**config.mk**
```make
export PLATFORM = sky130hd
export DESIGN_NAME = serial_add_ctrl
export DESIGN_NICKNAME = d
export VERILOG_FILES = /design/src/rtl/serial_add_ctrl.sv
export SDC_FILE = /design/constraint.sdc
export NUM_CORES = 1
export LEC_CHECK = 0
export CAP_MARGIN = 25
export CORE_MARGIN = 1.5
export CORE_UTILIZATION = 31
export CTS_CLUSTER_DIAMETER = 120
export DETAILED_ROUTE_END_ITERATION = 8
export PLACE_DENSITY_LB_ADDON = 0.08
export SETUP_SLACK_MARGIN = 0.02
export SYNTH_ARGS = -nofsm -noshare
export SYNTH_HDL_FRONTEND = slang
export SYNTH_SLANG_ARGS = --single-unit
```
**constraint.sdc**
```tcl
create_clock -name clk -period 4.65 [get_ports clk]
set_input_delay 0.465 -clock clk [delete_from_list [all_inputs] [get_ports clk]]
set_output_delay 0.465 -clock clk [all_outputs]
set_load 0.05 [all_outputs]
```
**src/rtl/serial_add_ctrl.sv**
```systemverilog
// serial_add_ctrl: bit-serial adder sequencing one full-adder slice over WIDTH cycles.
// Latency: accept edge + WIDTH RUN edges; done pulses for one cycle, then IDLE (WIDTH+2 per op).
// Optional SERIAL_ADD_SUB_EN: sub=1 on accept computes a - b; otherwise sub is ignored.
module serial_add_ctrl #(
   parameter int WIDTH = 8
) (
   input  logic             clk,
   input  logic             rst,
   input  logic             start,
   input  logic [WIDTH-1:0] a,
   input  logic [WIDTH-1:0] b,
   input  logic             cin,
   input  logic             sub,
   output logic             busy,
   output logic             done,
   output logic [WIDTH-1:0] sum,
   output logic             cout,
   output logic             ovf
);

   localparam int CW = $clog2(WIDTH);
   localparam logic [CW-1:0] LAST = CW'(WIDTH - 1);

   typedef enum logic [1:0] {
      IDLE = 2'd0,
      RUN  = 2'd1,
      DONE = 2'd2
   } state_t;

   state_t           state_q, state_d;
   logic [WIDTH-1:0] a_q, a_d;
   logic [WIDTH-1:0] b_q, b_d;
   logic [WIDTH-1:0] res_q, res_d;
   logic [WIDTH-1:0] sum_q, sum_d;
   logic [CW-1:0]    cnt_q, cnt_d;
   logic             carry_q, carry_d;
   logic             cout_q, cout_d;
   logic             ovf_q, ovf_d;
   logic             busy_q, busy_d;
   logic             done_q, done_d;

   logic             fa_s, fa_c;

`ifndef SERIAL_ADD_SUB_EN
   logic unused_sub;
   assign unused_sub = sub;
`endif

   // Full-adder slice on the current LSBs and the held carry
   always_comb begin
      fa_s = a_q[0] ^ b_q[0] ^ carry_q;
      fa_c = (a_q[0] & b_q[0]) | (carry_q & (a_q[0] ^ b_q[0]));
   end

   // Next-state and datapath updates; every register holds unless its state acts on it
   always_comb begin
      state_d = state_q;
      a_d     = a_q;
      b_d     = b_q;
      res_d   = res_q;
      sum_d   = sum_q;
      cnt_d   = cnt_q;
      carry_d = carry_q;
      cout_d  = cout_q;
      ovf_d   = ovf_q;

      case (state_q)
         IDLE: begin
            if (start) begin
               a_d     = a;
               b_d     = b;
               carry_d = cin;
`ifdef SERIAL_ADD_SUB_EN
               // Two's-complement subtract: invert B and force the carry-in to one
               if (sub) begin
                  b_d     = ~b;
                  carry_d = 1'b1;
               end
`endif
               cnt_d   = '0;
               state_d = RUN;
            end
         end
         RUN: begin
            res_d   = {fa_s, res_q[WIDTH-1:1]};
            a_d     = a_q >> 1;
            b_d     = b_q >> 1;
            carry_d = fa_c;
            if (cnt_q == LAST) begin
               // carry_q here is the carry into the MSB, so ovf is its XOR with the final carry
               sum_d   = res_d;
               cout_d  = fa_c;
               ovf_d   = carry_q ^ fa_c;
               state_d = DONE;
            end else begin
               cnt_d = cnt_q + CW'(1);
            end
         end
         DONE: begin
            state_d = IDLE;
         end
         default: begin
            state_d = IDLE;
         end
      endcase

      busy_d = (state_d == RUN);
      done_d = (state_d == DONE);
   end

   // State and datapath registers; async reset clears everything, aborting any operation
   always_ff @(posedge clk or posedge rst) begin
      if (rst) begin
         state_q <= IDLE;
         a_q     <= '0;
         b_q     <= '0;
         res_q   <= '0;
         sum_q   <= '0;
         cnt_q   <= '0;
         carry_q <= 1'b0;
         cout_q  <= 1'b0;
         ovf_q   <= 1'b0;
         busy_q  <= 1'b0;
         done_q  <= 1'b0;
      end else begin
         state_q <= state_d;
         a_q     <= a_d;
         b_q     <= b_d;
         res_q   <= res_d;
         sum_q   <= sum_d;
         cnt_q   <= cnt_d;
         carry_q <= carry_d;
         cout_q  <= cout_d;
         ovf_q   <= ovf_d;
         busy_q  <= busy_d;
         done_q  <= done_d;
      end
   end

   assign busy = busy_q;
   assign done = done_q;
   assign sum  = sum_q;
   assign cout = cout_q;
   assign ovf  = ovf_q;

endmodule

```
After elaboration in Yosys (flattened, before gate mapping)
Cells that the tools add are included.

Register bits after elaboration: 42. Latch bits: 0. Bits in writable memories: 0. ROM bits: 0. Input bits: 21. Output and inout bits: 12. Word-level logic and storage cells: 41. Memories: 0.

Add/subtract/negate cells: 1. Multiply operators: 0. Div/mod/pow operators: 0. Order comparisons: 0. Eq/ne operators: 6. Shift-type cells: 0. Multiplexer cells: 12. Bitwise logic cells: 6. Reduce and logical (&&, ||, !) cells: 5.

Operator list (number): $pmux 8 s2 (2); $mux 8 (2); $mux 3 (2); $pmux 3 s2 (1); $eq 2x1->1 const B (2); $mux 2 (2); $ne 2x2->1 const B (2); $pmux 2 s2 (1); $reduce_and 2->1 (2); $add 3x1->3 const B (1); $eq 3x3->1 const B (1); $reduce_and 3->1 (1); $xor 1x1->1 (3); $and 1x1->1 (2); $eq 2x2->1 const B (1); $logic_not 2->1 (1); $pmux 1 s2 (1); $reduce_bool 2->1 (1); $mux 1 (1); $or 1x1->1 (1).

Depth between registers and ports, before layout
Word-level depth: 4. Mapped depth: 5. Mapped depth without buffers: 4.

Least setup slack after synthesis
Ideal clock, no wire load.

Path type: register to register. Start point: register cnt_q[0]. End point: register cout_q, in the netlist cout. Setup time: 0.125 ns. Data arrival time: 1.477 ns. Required time: 4.525 ns. Slack: 3.049 ns. Stages on the path, launching flop included: 6. Buffers on the path: 1. Clock period less this slack: 1.601 ns. Cells stage by stage: dfrtp_1 > ha_1 > ha_1 > nand3b_1 > buf_2 > mux2_2.

Longest elaborated chain between the ends: 2.

RTL lines: from (decl) (RTL line 35) `logic [CW-1:0] cnt_q, cnt_d;`; from (signal assigned) (RTL line 131) `cnt_q <= cnt_d;`; $eq 3x3->1 (RTL line 89) `if (cnt_q == LAST) begin`; $reduce_and 2->1 (no line); to (signal assigned) (RTL line 133) `cout_q <= cout_d;`; to (decl) (RTL line 37) `logic cout_q, cout_d;`.

No other way between the ends. A chain may end at the register's enable or synchronous reset.

Final worst setup path
Start point: register state_q[0]. End point: register sum_q[3], in the netlist sum[3].

Longest elaborated chain between the ends: 2.

RTL lines: from (decl) (RTL line 30) `state_t state_q, state_d;`; from (signal assigned) (RTL line 126) `state_q <= state_d;`; $eq 2x1->1 (RTL line 67) `case (state_q)`; $reduce_and 2->1 (no line); to (signal assigned) (RTL line 130) `sum_q <= sum_d;`; to (decl) (RTL line 34) `logic [WIDTH-1:0] sum_q, sum_d;`.

No other way between the ends.

==> flow_summary.toml <==
[detailed_routing]
met2WireLength_mm = 1.791
first_pass_iters = 5
wl_mm = 3.598
num_vias = 1273
drc = 0
top_layer = "met4"
drt_iter0_markers = 91
ant_nets = 0
wl_met1_mm = 1.570
wl_per_cell_microns = 14.11
wl_met3_microns = 189
via_per_inst = 4.992

[cts]
tritoncts = "yes"
clkLatencyLatePin_ps = 290
cts_setup_buffers = 0
clock_sinks = 41
clock_path_buffers = 2
numCtsBuffers = 5
holdBufCountCts = 0
cts_resized = 0
clk_pin_slew_worst_paths_ps = 80
ctsRootBufferMaster = "clkbuf_8"
cts.htree.levels = 2

[worst_setup_path]
critPathKind = "flip-flop to flip-flop"
critPathLaunchType = "flip-flop"
cp.buffers_inverters = 0
cp.required_ps = 4830
cp_max_fo = 27
crit_slowest_cell = "dfrtp_1"
worstSetupEndpointType = "flip-flop"
critical_path_arrival_ps = 2220
cpPeakStageDelay_ps = 850
critical_path.cell_chain = "nand3b_1, mux2_2"
cp_top_family = "flip-flops"
timing.rr.start = "state_q[0]"
crit_path_start = "state_q[0]"

[power_and_ir_drop]
p_leak_nw = 1.026
internal-power_w = 0.0009939
power_frac_seq_pct = 39.5
p_clk_share_pct = 15.8
finalPower_w = 0.001601
power_switching_w = 0.0006075
vdd_drop_max_mv = 0.3021
switching_share_pct = 37.94
p_per_area_nw_per_um2 = 685.9
power_frac_comb_pct = 44.7

[logic_synthesis]
netlist_area_sq_um = 1863
syn_nets = 175
ys_warn_count = 0
avgSynthCellArea_sq_um = 12.34
ys_ff_latch = 41
synth_cells = 151
synth_cell_types = 22
yosysSeqAreaShare_pct = 55.07

[placement]
port_buffers = 31
dpl.hpwl_mm = 2.330
dp.cells = 246
dp_slack_ps = 2283
gp_congestion = 0.6622
place_area_sq_um = 2206

[sta]
setup_tns_ps = 0
fin_skew_ps = 4.905
setup_viol = 0
tightest_slew_ps = 769.9
min_period_over_period_pct = 43.88
fmax_ghz = 0.4901
final_max_slew_viol_count = 0
slew_headroom_pct = 48.68
final.min_clock_period_ps = 2040
grt_setup_unrepaired = "false"
layout_setup_ws_ps = 2610
hold_viol_final = 0

[grt]
grt_pass1_vias = 1255
grt_max_degree = 42
antenna_found_initial = 0
grt_pass1_wl_mm = 5.899
grt_overflow_total = 0
track_usage_pct = 12.12

[layout]
final_cell_mix = "dfrtp_1, clkdlybuf4s50_1, inv_1"
antenna_cells = 0
drive_gt1_share_pct = 17.22
fin_cells = 255
area.growth.synth_to_final_pct = 25.32
mostFrequentLayoutCell = "dfrtp_1"
nNetsFinal = 203
postLayoutCellArea_sq_um = 2335

[die]
coreArea_sq_um = 5851
pin_count = 33
rows = 28
die_y_microns = 80.52
dieArea_sq_um = 6483
initial_utilization_pct = 31.84
fp.dieW_microns = 80.52

[worst_hold_path]
holdCritStartpoint = "a_q[7]"
hold_path.class = "flip-flop to flip-flop"

[run_status]
status = "finished, final reports clean"

[flow_run]
max-cap-violations = 0
worst register-to-register path, cell delays in order, from the launching register on:
cell      delay [ps]
dfrtp_1          850
nand3b_1         620
mux2_2           470
synthesized netlist by cell type (all sizes together):
cell / instances / area share [%]
dfrtp: 41 / 55
inv: 18 / 3.6
mux2: 17 / 10
nor3b: 10 / 4.0
a211oi: 9 / 3.6
nor4b: 9 / 4.2
buf: 7 / 2.9
nor2: 7 / 1.4
a222oi: 6 / 3.2
clkbuf: 6 / 1.2
nor2b: 5 / 2.1
a221o: 3 / 1.6
and3: 3 / 1.0
a22o: 2 / 0.94
ha: 2 / 1.3
o21ba: 2 / 1.1
fa: 1 / 1.1
nand3b: 1 / 0.40
o21bai: 1 / 0.40
xor2: 1 / 0.47
power groups by stage:
stage,combinational [W],clock [W],sequential [W]
floorplan,0.000417,0,0.000765
global placement,0.000691,0,0.000644
detailed placement,0.000707,0,0.000652
CTS,0.000709,0.000264,0.000645
global route,0.000780,0.000281,0.000659
finish,0.000716,0.000253,0.000632
kinds of logic after synthesis:
kind of cell | Yosys count | synth area share (%)
simple gates | 35 | 13.16
fa+ha+maj | 3 | 2.418
buf+inv | 31 | 7.723
mux | 17 | 10.28
xor+xnor | 1 | 0.4702
flops | 41 | 55.07
compound gates | 23 | 10.88
per-stage QoR:
step / hold slack (ps) / util [%]
floorplan: 474.0 / -
global placement: 486.1 / 37.70
detailed placement: 494.4 / 37.70
CTS: 513.3 / 39.44
global route: 531.4 / 39.91
finish: 508.1 / 39.91
final timing paths:
check | endpoint | slack [ps] | cells past startpoint
worst max-delay path | sum[3] | 2610 | 2
worst min-delay path | a_q[7] | 510 | 1
worst max register to register | sum[3] | 2610 | 2
worst min register to register | a_q[7] | 510 | 1
max in group asynchronous | cnt_q[1] | 3690 | 3
min in group asynchronous | sum[7] | 610 | 3
state kept, by name (all words and copies together) (netlist names):
signal	cells
a_q	8
sum	8
b_q	8
cout	1
state_q	2
res_q	7
busy	1
done	1
cnt_q	3
ovf	1
carry_q	1
layer usage:
| layer | vias up | GRT usage, % |
|---|---|---|
| li1 | 594 | - |
| met1 | 634 | 14.00 |
| met2 | 41 | 21.09 |
| met3 | 4 | 3.750 |
| met4 | 0 | 4.138 |
| met5 | - | 0 |
layout make-up:
| class | count | area [sq um] |
|---|---|---|
| Fill cell | 561 | 3516 |
| Sequential cell | 41 | 1026 |
| Multi-Input combinational cell | 79 | 693.2 |
| Timing Repair Buffer | 34 | 352.8 |
| Clock buffer | 7 | 96.34 |
| Tap cell | 75 | 93.84 |
| Inverter | 18 | 67.56 |
| Clock inverter | 1 | 5.005 |
(Power assumes the default switching activity.)
